==> config.mk <==
export PLATFORM = sky130hd
export DESIGN_NAME = ternary_word_sequencer
export DESIGN_NICKNAME = d
export VERILOG_FILES = /design/src/rtl/ternary_word_sequencer.sv
export SDC_FILE = /design/constraint.sdc
export NUM_CORES = 1
export LEC_CHECK = 0
export ABC_AREA = 1
export CAP_MARGIN = 5
export CELL_PAD_IN_SITES_DETAIL_PLACEMENT = 1
export CELL_PAD_IN_SITES_GLOBAL_PLACEMENT = 1
export CORE_UTILIZATION = 35
export DETAILED_ROUTE_END_ITERATION = 8
export PLACE_DENSITY = 0.79
export RECOVER_POWER = 50
export SYNTH_ARGS = -nofsm -noshare
export SYNTH_HDL_FRONTEND = slang
export SYNTH_SLANG_ARGS = --single-unit
==> constraint.sdc <==
create_clock -name clk -period 3.2 [get_ports clk]
set_input_delay 0.48 -clock clk [delete_from_list [all_inputs] [get_ports clk]]
set_output_delay 0.48 -clock clk [all_outputs]
set_load 0.005 [all_outputs]
==> src/rtl/ternary_word_sequencer.sv <==
// ternary_word_sequencer: trit-serial controller that time-shares one ternary max/min/invert gate
// across a multi-trit word, with valid/ready handshakes toward requester and consumer.
module ternary_word_sequencer #(
  parameter int TRITS = 4,
  localparam int W = 2 * TRITS,
  localparam int IW = (TRITS > 1) ? $clog2(TRITS) : 1
) (
  input  logic          clk,
  input  logic          rst,
  input  logic          i_start_valid,
  output logic          o_start_ready,
  input  logic [1:0]    i_op,
  input  logic [W-1:0]  i_a,
  input  logic [W-1:0]  i_b,
  output logic          o_busy,
  output logic [IW-1:0] o_trit_idx,
  output logic [W-1:0]  o_result,
  output logic          o_result_valid,
  input  logic          i_result_ready,
  output logic          o_err
);
  typedef enum logic [1:0] {IDLE, RUN, DONE} state_t;
  state_t r_state, w_next;
  logic [W-1:0]  r_a, r_b, r_result, w_next_result;
  logic [1:0]    r_op, w_ta, w_tb, w_trit;
  logic [IW-1:0] r_idx;
  logic          r_err, w_accept, w_last, w_bad;
  assign w_accept = (r_state == IDLE) && i_start_valid;
  assign w_last = r_idx == IW'(TRITS - 1);
  always_ff @(posedge clk or posedge rst)
    if (rst) r_state <= IDLE;
    else r_state <= w_next;
  always_comb begin
    w_next = (r_state == IDLE) ? (i_start_valid ? ((i_op == 2'b11) ? DONE : RUN) : IDLE)
           : (r_state == RUN)  ? (w_last ? DONE : RUN)
           : (i_result_ready ? IDLE : DONE);
  end
  always_comb begin
    o_start_ready = r_state == IDLE;
    o_busy = r_state == RUN;
    o_result_valid = r_state == DONE;
    o_trit_idx = r_idx;
    o_result = r_result;
    o_err = r_err;
  end
  always_comb begin
    w_ta = '0;
    w_tb = '0;
    for (int k = 0; k < TRITS; k++) begin
      w_ta = (IW'(k) == r_idx) ? r_a[2*k +: 2] : w_ta;
      w_tb = (IW'(k) == r_idx) ? r_b[2*k +: 2] : w_tb;
    end
  end
  // b is a don't-care for NOT, so its invalid code must not raise err there
  assign w_bad = (w_ta == 2'b11) || ((r_op != 2'b10) && (w_tb == 2'b11));
  assign w_trit = w_bad ? 2'b00
                : (r_op == 2'b00) ? ((w_ta > w_tb) ? w_ta : w_tb)
                : (r_op == 2'b01) ? ((w_ta < w_tb) ? w_ta : w_tb)
                : 2'd2 - w_ta;
  always_comb begin
    w_next_result = r_result;
    for (int k = 0; k < TRITS; k++)
      w_next_result[2*k +: 2] = (IW'(k) == r_idx) ? w_trit : r_result[2*k +: 2];
  end
  always_ff @(posedge clk or posedge rst)
    if (rst) begin
      r_a <= '0;
      r_b <= '0;
      r_op <= '0;
      r_result <= '0;
      r_err <= 1'b0;
      r_idx <= '0;
    end else if (w_accept) begin
      r_a <= i_a;
      r_b <= i_b;
      r_op <= i_op;
      r_result <= '0;
      r_err <= i_op == 2'b11;
      r_idx <= '0;
    end else if (r_state == RUN) begin
      r_result <= w_next_result;
      r_err <= r_err | w_bad;
      r_idx <= w_last ? '0 : r_idx + 1'b1;
    end
endmodule

==> summary by stage <==
Floorplan
The row count is 25. The die outline area is between 5000 and 6000 um2. The effective utilization at floorplan is 36.37%. The die boundary width is between 70 and 80 um.

The y dimension of the die is about 72 um. The count of boundary I/O pins is 36. The placeable core region is roughly 4700 um2.

Global route
The largest net degree at the start of global routing is 32. The total track usage is a little under a fifth. The number of antenna violations at the first check in global routing came to 0. The number of global-route vias before repair is approximately 1600. The first global-routing pass estimated 7.113 mm of wire. The aggregate global routing overflow is 0.

Worst setup path
The number of buffers and inverters on the critical path is 4. The peak per-stage delay on the critical path is 0.43 ns. The worst setup path is of the reg -> reg kind.

In this run the worst setup path begins at o_trit_idx[0]$_DFFE_PP0P_. The category of cells accounting for the largest share of critical-path delay is compound AO/OA/AOI/OAI gates. The slack of the worst reg-to-reg path is 0.50 ns.

Traced cell by cell, the critical path runs through inv_1, ha_1, inv_1, o211ai_1, a22oi_1, inv_1, ha_1, nor2_1, o21ai_0, inv_1, nand2_1, nand3_1, nand4_1, nand2_1. The worst-path maximum fanout is 6. The worst reg2reg path endpoint is o_result[4]$_DFFE_PP0P_. STA classifies the critical path endpoint as a flop. The kind of start point of the critical path is a flop. The most critical setup path has its endpoint at o_result[4]$_DFFE_PP0P_. For this design, the slowest cell found on the critical path is sky130_fd_sc_hd__dfrtp_1. The critical path runs through a total of 14 cells. The cell count of the worst reg-to-reg path is 14. In this design, the critical path's most frequently occurring cell is sky130_fd_sc_hd__inv_1. STA puts the critical path data arrival time at about 2.9 ns.

The data required time at the worst endpoint is 3.37 ns. The startpoint identified for the worst register-to-register timing path is o_trit_idx[0]$_DFFE_PP0P_.

Drt
Dividing the detail-routed via count by the number of cells gives 4.829. The detail route stage leaves a number of antenna-violating nets equal to 0. The number of design-rule violations left by the first detailed-router iteration is 37. Detailed routing inserted a total of roughly 1500 vias. The average detailed-routed wire length per instance is between 10 and 15 um. The final wirelength is 4.072 mm. After detailed routing, the number of remaining DRC violations is 0. The iteration count of the initial detailed-routing pass is 4.

Layout
The fraction of layout instances using a drive strength above 1 is a little over a tenth. The signed area change from the synthesized netlist to the final layout is 28.74%. The antenna diode count is 0.

The final-stage net count is around 290. The core utilization of the finished layout is a little under half. The finished layout holds 310 standard cells, fillers aside.

Timing
After layout, the worst path uses 84.50% of the clock period. The headroom to the max-slew limit is -11.49%. Setup repair after global routing left no endpoint under its margin. The worst-case clock skew is 0.004610 ns. The number of max-slew violations in the final report is 32. The post-route setup TNS is 0 ns. The number of hold violations in the final report is 0. The clock period could shrink to between 2 and 3 ns.

Across all hold checks on the routed design, the worst slack comes to 0.4782 ns. For this run, the top clock speed supported by timing is 369.8 MHz. For the pin with the worst max-slew slack, the measured transition is approximately 1.7 ns. Setup violations remaining at the end of the flow were counted as 0. The final critical-path setup slack is roughly 0.5 ns.

Logic synthesis
In the post-synthesis netlist, the biggest area contributors are sky130_fd_sc_hd__dfrtp_1, sky130_fd_sc_hd__nand2_1, sky130_fd_sc_hd__ha_1, sky130_fd_sc_hd__inv_1, sky130_fd_sc_hd__o21ai_0. The cell with the most instances after synthesis is sky130_fd_sc_hd__nand2_1. The number of unique standard cell types used by synthesis is 27. The number of nets handed over by synthesis was approximately 250. The most common flop cell mapped by yosys is sky130_fd_sc_hd__dfrtp_1. The share of flip-flops with an asynchronous set or reset is between 90% and 100%.

The synthesized design spends more area on one cell type than any other, namely sky130_fd_sc_hd__dfrtp_1. After technology mapping, the gate count stands at roughly 220. The post-synthesis register bit count is 31. The commonest cells after synthesis are sky130_fd_sc_hd__nand2_1, sky130_fd_sc_hd__dfrtp_1, sky130_fd_sc_hd__inv_1. The part of the Yosys area used for sequential elements is 45.45%. The portion of synthesized cell area occupied by the leading cell type is 45.45%. The post-synthesis cell area is between 1500 and 2000 um2. The Yosys step of the flow raised 0 warnings. The mean area per synthesized cell is ~7.9 um2. Yosys mapped a number of flops with a built-in enable equal to 0.

Placement
Detailed placement finished with a half-perimeter wire length of ~3 mm. The total placed cells including tap cells is around 300. The worst slack at placement is 0.5528 ns. The routability-driven placement congestion ratio is 0.8951. The count of buffers inserted at the top-level ports is 35.

Run status
The run finished, with violations left. The final reports fail on capacitance limit, slew limit.

CTS
The number of buffers inserted during clock tree synthesis is 5. The CTS tree is built. The maximum buffer depth of the clock tree is 2.

In this run, post-CTS hold repair placed 0 buffers. The clock slew seen by the registers of the worst setup and hold paths is ~0.060 ns. The total number of clock tree sinks is 31. The clock tree synthesis step divided the H-tree into 2 levels.

Buffers added to address setup during post-CTS repair amount to 0. The master cell of the clock root buffer is sky130_fd_sc_hd__clkbuf_8. The post-CTS resize count is 0. The clock latency on the worst-skew pair is 0.28 ns.

Hold path
The worst hold-check path type is reg -> reg.

Job
The tool flagged a number of max-cap violations equal to 1.

Pwr
VDD sags by at most 0.0003546 V. The cell area power density is approximately 1100 nW/um2. The static leakage is ~1.1 nW.
==> final cells by class <==
cell class / instances / area [um2]
clock inverter: 1 / 5.005
clock buffer: 6 / 82.58
timing repair buffer: 37 / 361.6
tap: 54 / 67.56
sequential: 31 / 775.7
fill: 590 / 2495
inverter: 32 / 120.1
multi-input combinational: 149 / 784.5
==> cell usage in the layout, fill, tap and decap left out, types with 2 or more instances in the layout <==
master and count:
sky130_fd_sc_hd__nand2_1 83, sky130_fd_sc_hd__clkdlybuf4s50_1 33, sky130_fd_sc_hd__dfrtp_1 31, sky130_fd_sc_hd__inv_1 25, sky130_fd_sc_hd__nor2_1 12, sky130_fd_sc_hd__o21ai_0 9, sky130_fd_sc_hd__ha_1 9, sky130_fd_sc_hd__inv_2 6
sky130_fd_sc_hd__a21oi_1 6, sky130_fd_sc_hd__nand3_1 6, sky130_fd_sc_hd__clkbuf_8 6, sky130_fd_sc_hd__o21ai_2 4, sky130_fd_sc_hd__nand4_1 4, sky130_fd_sc_hd__nand3_2 2, sky130_fd_sc_hd__o21ai_1 2, sky130_fd_sc_hd__dlygate4sd3_1 2
==> worst reg2reg max path, stage by stage, from the launching register on <==
cell and delay (ns):
sky130_fd_sc_hd__dfrtp_1 0.43, sky130_fd_sc_hd__inv_1 0.09, sky130_fd_sc_hd__ha_1 0.29, sky130_fd_sc_hd__inv_1 0.15, sky130_fd_sc_hd__o211ai_1 0.11, sky130_fd_sc_hd__a22oi_1 0.32
sky130_fd_sc_hd__inv_1 0.09, sky130_fd_sc_hd__ha_1 0.32, sky130_fd_sc_hd__nor2_1 0.06, sky130_fd_sc_hd__o21ai_0 0.26, sky130_fd_sc_hd__inv_1 0.07, sky130_fd_sc_hd__nand2_1 0.07
sky130_fd_sc_hd__nand3_1 0.14, sky130_fd_sc_hd__nand4_1 0.14, sky130_fd_sc_hd__nand2_1 0.05
==> report_power, final <==
group | total [mW] | switching, mW | internal (mW)
sequential | 0.693 | 0.116 | 0.577
clock | 0.317 | 0.149 | 0.169
combinational | 1.45 | 0.875 | 0.574
total | 2.46 | 1.14 | 1.32
==> metrics by stage <==
| step | total power, mW | area (um2) |
|---|---|---|
| floorplan | 1.689 | 1707 |
| global placement | 2.102 | 2121 |
| CTS | 2.495 | 2208 |
| detailed placement | 2.157 | 2121 |
| global route | 2.711 | 2197 |
| finish | 2.459 | 2197 |
==> registers in the layout (all words and copies together) (netlist names) <==
name	cells
r_state	2
o_result	8
r_b	8
o_trit_idx	2
r_op	2
r_a	8
o_err	1
==> cells by family after synthesis <==
family,after synthesis,share of synthesized area [%]
AND/OR/NAND/NOR,113,29.33
buffers and inverters,36,8.138
flip-flops,31,45.45
AO/OA/AOI/OAI,27,10.48
adder cells (fa/ha/maj),9,6.598
==> metal layers <==
layer,wire length [um],part of all wire [%],global-route usage (%),up-vias
li1,-,-,-,748
met1,1983,49,22.88,715
met2,1923,47,30.82,29
met3,123,3.0,4.501,5
met4,41,1.0,5.447,0
met5,0,0,0,-
==> how the worst min path moves through the flow <==
stage                                        from                 endpoint  slack, ns  cells after the start
after floorplan                r_a[1]$_DFFE_PP0P_       r_a[1]$_DFFE_PP0P_       0.44                      2
after global placement         r_a[6]$_DFFE_PP0P_       r_a[6]$_DFFE_PP0P_       0.46                      2
after detailed placement       r_a[4]$_DFFE_PP0P_       r_a[4]$_DFFE_PP0P_       0.46                      2
after CTS                      r_a[4]$_DFFE_PP0P_       r_a[4]$_DFFE_PP0P_       0.48                      2
after global routing      o_result[5]$_DFFE_PP0P_  o_result[5]$_DFFE_PP0P_       0.51                      2
final                          r_a[6]$_DFFE_PP0P_       r_a[6]$_DFFE_PP0P_       0.48                      2
Power figures use the tool's default switching activity.
==> RTL change 1, RTL diff (config.mk and constraints unchanged) <==
Change the parameter `TRITS` from 4 to 8.
--- a/src/rtl/ternary_word_sequencer.sv
+++ b/src/rtl/ternary_word_sequencer.sv
@@ -1,7 +1,7 @@
 // ternary_word_sequencer: trit-serial controller that time-shares one ternary max/min/invert gate
 // across a multi-trit word, with valid/ready handshakes toward requester and consumer.
 module ternary_word_sequencer #(
-  parameter int TRITS = 4,
+  parameter int TRITS = 8,
   localparam int W = 2 * TRITS,
   localparam int IW = (TRITS > 1) ? $clog2(TRITS) : 1
 ) (
Interface: changed (resized i_a, i_b, o_result and o_trit_idx); port bits go from 36 to 61. The function was not compared with the original's and may differ.
==> RTL change 1 against the unedited design <==
- the flow still finishes with violations (capacitance limit, slew limit)
- critical path depth grew 5
- largest power group unchanged
- hold slack gained 0.0098 ns
- sequential cell count grew 25
- worst setup slack lost 0.31 ns
- die area grew 69%
- synthesized area grew 72%
- count of clock-buffer cells in the layout grew 1
- combinational power grew 64%
- wire length grew 98%
- design area grew 73%
- power grew 64%
==> RTL change 1: results (changes against the unedited design) <==
outcome:
  status: "finished with violations"
  violations: "capacitance limit, slew limit"
global_route:
  grt_pass1_wl_um: 13400  # +89%
  track_usage_pct: 20.0  # +1.8 points
  antenna_found_initial: 0  # unchanged
  grt_pass1_vias: 2805  # +80%
  grt_start_max_net_pins: 36  # +13%
worst_setup_path:
  path_max_fanout: 8  # +2
  slowest_delay_ns: 0.44
  arrival_ns: 3.23  # +0.35 ns
  cp_slowest_cell: "dfrtp_1"
  path_delay_family: "simple AND/OR/NAND/NOR gates"
  reg2reg_depth: 19  # +5
synth:
  synth.area.top_cells: "dfrtp_1, nand2_1, inv_1"
  synth.distinct_cells: 27  # unchanged
  ys_seq_area_share_pct: 47.8  # +2.4 points
  synth_ff_type: "dfrtp_1"
  yosys_warnings: 0  # unchanged
  synthArstFlopShare_pct: 100  # unchanged
  synth_commonest_cells: "nand2_1, dfrtp_1, inv_1"
  syn_nets: 439  # +78%
place:
  gp_congestion: 0.840  # -6.2%
  io_buffers: 60  # +71%
  dpl_cell_area_um2: 3670  # +73%
  hpwlAfterDp_um: 6130  # +99%
route:
  top_layer: "met4"
  first_pass_iters: 4  # unchanged
  num_vias: 2669  # +78%
  dr_wl_met2_um: 4110  # +110%
  wl_met1_um: 3520  # +77%
  wl_met3_um: 279  # +130%
  wl_per_cell_um: 14.4  # +10%
  drc: 0  # unchanged
  first_iter_violations: 93  # +150%
sta:
  finClkSkew_ns: 0.00785  # +0.00324 ns
  slew-limit-headroom_pct: -2.91  # +8.6 points
  setup_viol: 0  # unchanged
  maxSlewViolCount: 36  # +13%
  hold_viol: 0  # unchanged
job:
  maxCapViolCount: 1  # unchanged
finish:
  antenna_cells: 0  # unchanged
  nNetsFinal: 503  # +75%
  drive_above_1_share_pct: 8.81  # -1.7 points
  fillers: 1006  # +71%
min_path:
  hold_depth: 2  # unchanged
  holdCritPathClass: "flip-flop to flip-flop"
clock_tree:
  clk-insertion-delay-late_ns: 0.31  # +0.03 ns
  cts_buffers: 5  # unchanged
  h-tree-depth: 2  # unchanged
  cts_root_buf: "clkbuf_8"
  cts_resized: 1  # +1
  cts.path.max_buffers: 2  # unchanged
  post_cts_buffers: 0  # unchanged
  clkTransAtPathRegs_ns: 0.10  # +0.04 ns
pwr:
  ir_drop_uv: 358  # +0.95%
  p_leak_nw: 2.01  # +78%
RTL change 1: cell type report:
type / count / area (µm²) / area share, %
timing repair buffer: 66 / 639 / 16.8
sequential: 56 / 1400 / 36.9
multi-input combinational: 275 / 1340 / 35.4
clock buffer: 7 / 96.3 / 2.53
tap: 105 / 131 / 3.46
inverter: 50 / 188 / 4.94
RTL change 1: final timing paths:
path                               start       endpoint  slack (ns)
max in group asynchronous            rst  o_trit_idx[2]        0.98
min in group asynchronous            rst        r_op[0]        0.88
hold / removal                    r_b[9]         r_b[9]        0.49
setup reg to reg           o_trit_idx[0]    o_result[8]        0.18
hold reg to reg                   r_b[9]         r_b[9]        0.49
setup / recovery           o_trit_idx[0]    o_result[8]        0.18
RTL change 1: kinds of logic (layout without fill, tap and decap cells):
family / Yosys count / count (layout) / share of synthesized area (%)
adders and majority gates: 11 / 11 / 4.70
DFF: 56 / 56 / 47.8
AOI/OAI and AO/OA: 34 / 34 / 7.30
and+or+nand+nor: 230 / 230 / 32.5
buffers and inverters: 59 / 123 / 7.69
RTL change 1: per-stage QoR:
stage	total power, mW	cells	util [%]	worst slack, ns	hold slack [ns]
after global routing	4.42	559	46.5	-0.0851	0.518
final	4.04	559	46.5	0.181	0.488
after global placement	3.41	551	44.9	0.144	0.463
after floorplan	2.70	390	-	0.496	0.441
after detailed placement	3.50	551	44.9	-0.000710	0.467
after CTS	3.96	558	46.2	0.0707	0.492
RTL change 1: routing by layer:
layer / up-vias / global-route usage, %
met2: 51 / 36.3
met3: 14 / 3.25
li1: 1335 / -
met1: 1269 / 23.8
met5: - / 0
met4: 0 / 6.79
RTL change 1: power by group:
group,switching [mW],internal (mW)
sequential,0.209,1.03
clock,0.227,0.193
combinational,1.47,0.906
total,1.91,2.13
==> RTL change 2, RTL diff (same flow settings) <==
Without the edit above. Re-encode `state_t` (3 states) as one-hot, 3 bits wide.
--- a/src/rtl/ternary_word_sequencer.sv
+++ b/src/rtl/ternary_word_sequencer.sv
@@ -19,7 +19,7 @@
   input  logic          i_result_ready,
   output logic          o_err
 );
-  typedef enum logic [1:0] {IDLE, RUN, DONE} state_t;
+  typedef enum logic [2:0] {IDLE = 3'b001, RUN = 3'b010, DONE = 3'b100} state_t;
   state_t r_state, w_next;
   logic [W-1:0]  r_a, r_b, r_result, w_next_result;
   logic [1:0]    r_op, w_ta, w_tb, w_trit;
Behaviour: no difference found for any inputs over 10 cycles, from zero or initial values and one cycle with rst high; not proved beyond that.
==> RTL change 2 against the unedited design <==
- the flow still finishes with violations (capacitance limit, slew limit)
- critical path type unchanged
- sequential share of layout area rose by 0.76 points
- clock power shrank 6.3%
- global-route usage grew 0.43 points
- sequential cell count is 1 higher
- largest cell class is now sequential cells
- maximum frequency is 7.2% lower
- worst setup slack worse by 0.21 ns
- first-iteration DRC count grew 32%
- synthesized area up 3.4%
- via count is 2.5% higher
- power is 2.8% lower
- design area grew 1.2%
- critical path depth is 2 higher
- wire length increased by 4.3%
==> RTL change 2: results (changes against the unedited design) <==
global_route:
  grt_start_max_net_pins: 33  # +3.1%
  grt_pass1_wl_um: 7360  # +3.4%
  track_usage_pct: 18.6  # +0.43 points
place:
  gp_congestion: 0.855  # -4.4%
  dpl_cell_area_um2: 2160  # +2.0%
  hpwlAfterDp_um: 3250  # +5.6%
  dp_cells: 321  # +5.9%
  place_ws_ns: 0.315  # -0.238 ns
finish:
  nNetsFinal: 292  # +1.7%
  antenna_cells: 0  # unchanged
  fillers: 585  # -0.85%
  area_growth_pct: 26.0
  drive_above_1_share_pct: 11.1  # +0.56 points
synth:
  syn_nets: 254  # +2.8%
  synth.distinct_cells: 28  # +3.7%
  synthArstFlopShare_pct: 100  # unchanged
  synth_area_per_cell_um2: 7.91  # +0.13%
  synth.area.top_cells: "dfrtp_1, nand2_1, ha_1"
  synth_commonest_cells: "nand2_1, dfrtp_1, inv_1"
  ys_seq_area_share_pct: 45.5  # about the same
worst_setup_path:
  cp_slowest_cell: "dfrtp_1"
  path_max_fanout: 4  # -2
  r2r_end: "o_result[6]"
  path_class: "flip-flop to flip-flop"
  slowest_delay_ns: 0.41  # -0.02 ns
  reg2reg_depth: 16  # +2
  r2r_slack_ns: 0.29  # -0.21 ns
  arrival_ns: 3.14  # +0.26 ns
  crit_end: "o_result[6]"
min_path:
  worstHoldStart: "o_result[4]"
  min_to: "o_result[4]"
route:
  wl_per_cell_um: 12.9  # -1.4%
  first_iter_violations: 49  # +32%
  vias_per_cell: 4.68  # -3.2%
  num_vias: 1534  # +2.5%
  first_pass_iters: 4  # unchanged
clock_tree:
  post_cts_buffers: 0  # unchanged
  clkTransAtPathRegs_ns: 0.07
  clk-insertion-delay-late_ns: 0.28  # about the same
  cts_root_buf: "clkbuf_8"
  h-tree-depth: 2  # unchanged
pwr:
  ir_drop_uv: 359  # +1.3%
  p_int_mw: 1.28  # -2.8%
  p_leak_nw: 1.13  # +0.58%
sta:
  finClkSkew_ns: 0.00481  # +0.000202 ns
  maxSlewViolCount: 33  # +3.1%
  holdWs_ns: 0.474  # -0.00369 ns
  period_minus_slack_ns: 2.91  # +0.209 ns
  worst_pin_slew_ns: 1.73  # +0.0563 ns
outcome:
  status: "finished with violations"
  violations: "capacitance limit, slew limit"
job:
  maxCapViolCount: 1  # unchanged
[RTL change 2: cell count changes in the layout (fill, tap and decap cells not counted), moves of 2 or more]
cell             unedited run  this run
clkdlybuf4s50_1            33        29
dlygate4sd3_1               2         6
o21ai_1                     2         6
nand2_1                    83        86
nand2_2                     1         4
nand3_1                     6         9
nand4_1                     4         1
inv_1                      25        23
inv_2                       6         8
nand3_2                     2         4
nor3_1                      0         2
o21ai_0                     9         7
o21ai_2                     4         2
[RTL change 2: logic make-up (layout without fill, tap and decap cells)]
| family | count (synthesis) | count (layout) | share of synthesized area [%] |
|---|---|---|---|
| compound gates | 25 | 25 | 8.23 |
| buf+inv | 36 | 74 | 9.01 |
| fa+ha+maj | 9 | 9 | 6.38 |
| simple gates | 121 | 121 | 30.9 |
| flops | 32 | 32 | 45.5 |
[RTL change 2: worst register-to-register path: cells and delay by family, from the launching register on]
family	cells	cell delay (ns)
DFF	1	0.41
adders and majority gates	2	0.57
AOI/OAI and AO/OA	4	0.92
buffers and inverters	3	0.31
and+or+nand+nor	7	0.64
[RTL change 2: layout make-up]
class                   instances  share of cell area, %
clock buffers                   6                   3.26
multi-input cells             155                   35.5
flip-flops and latches         32                   36.1
well taps                      67                   3.77
repair buffers                 36                   15.9
inverters                      31                   5.23
clock inverters                 1                  0.225
[RTL change 2: power groups by stage]
stage / registers, mW / logic, mW / clock network (mW)
floorplan: 0.694 / 0.981 / 0
global placement: 0.713 / 1.33 / 0
detailed placement: 0.723 / 1.41 / 0
CTS: 0.716 / 1.43 / 0.303
global route: 0.731 / 1.58 / 0.318
finish: 0.708 / 1.39 / 0.297
[RTL change 2: per-layer routing]
layer	track usage (%)	share of wire, %	vias to the layer above
met2	30.3	50	29
met4	8.71	2.5	0
met1	22.9	44	732
met5	0	0	-
met3	4.83	2.7	10
li1	-	-	763
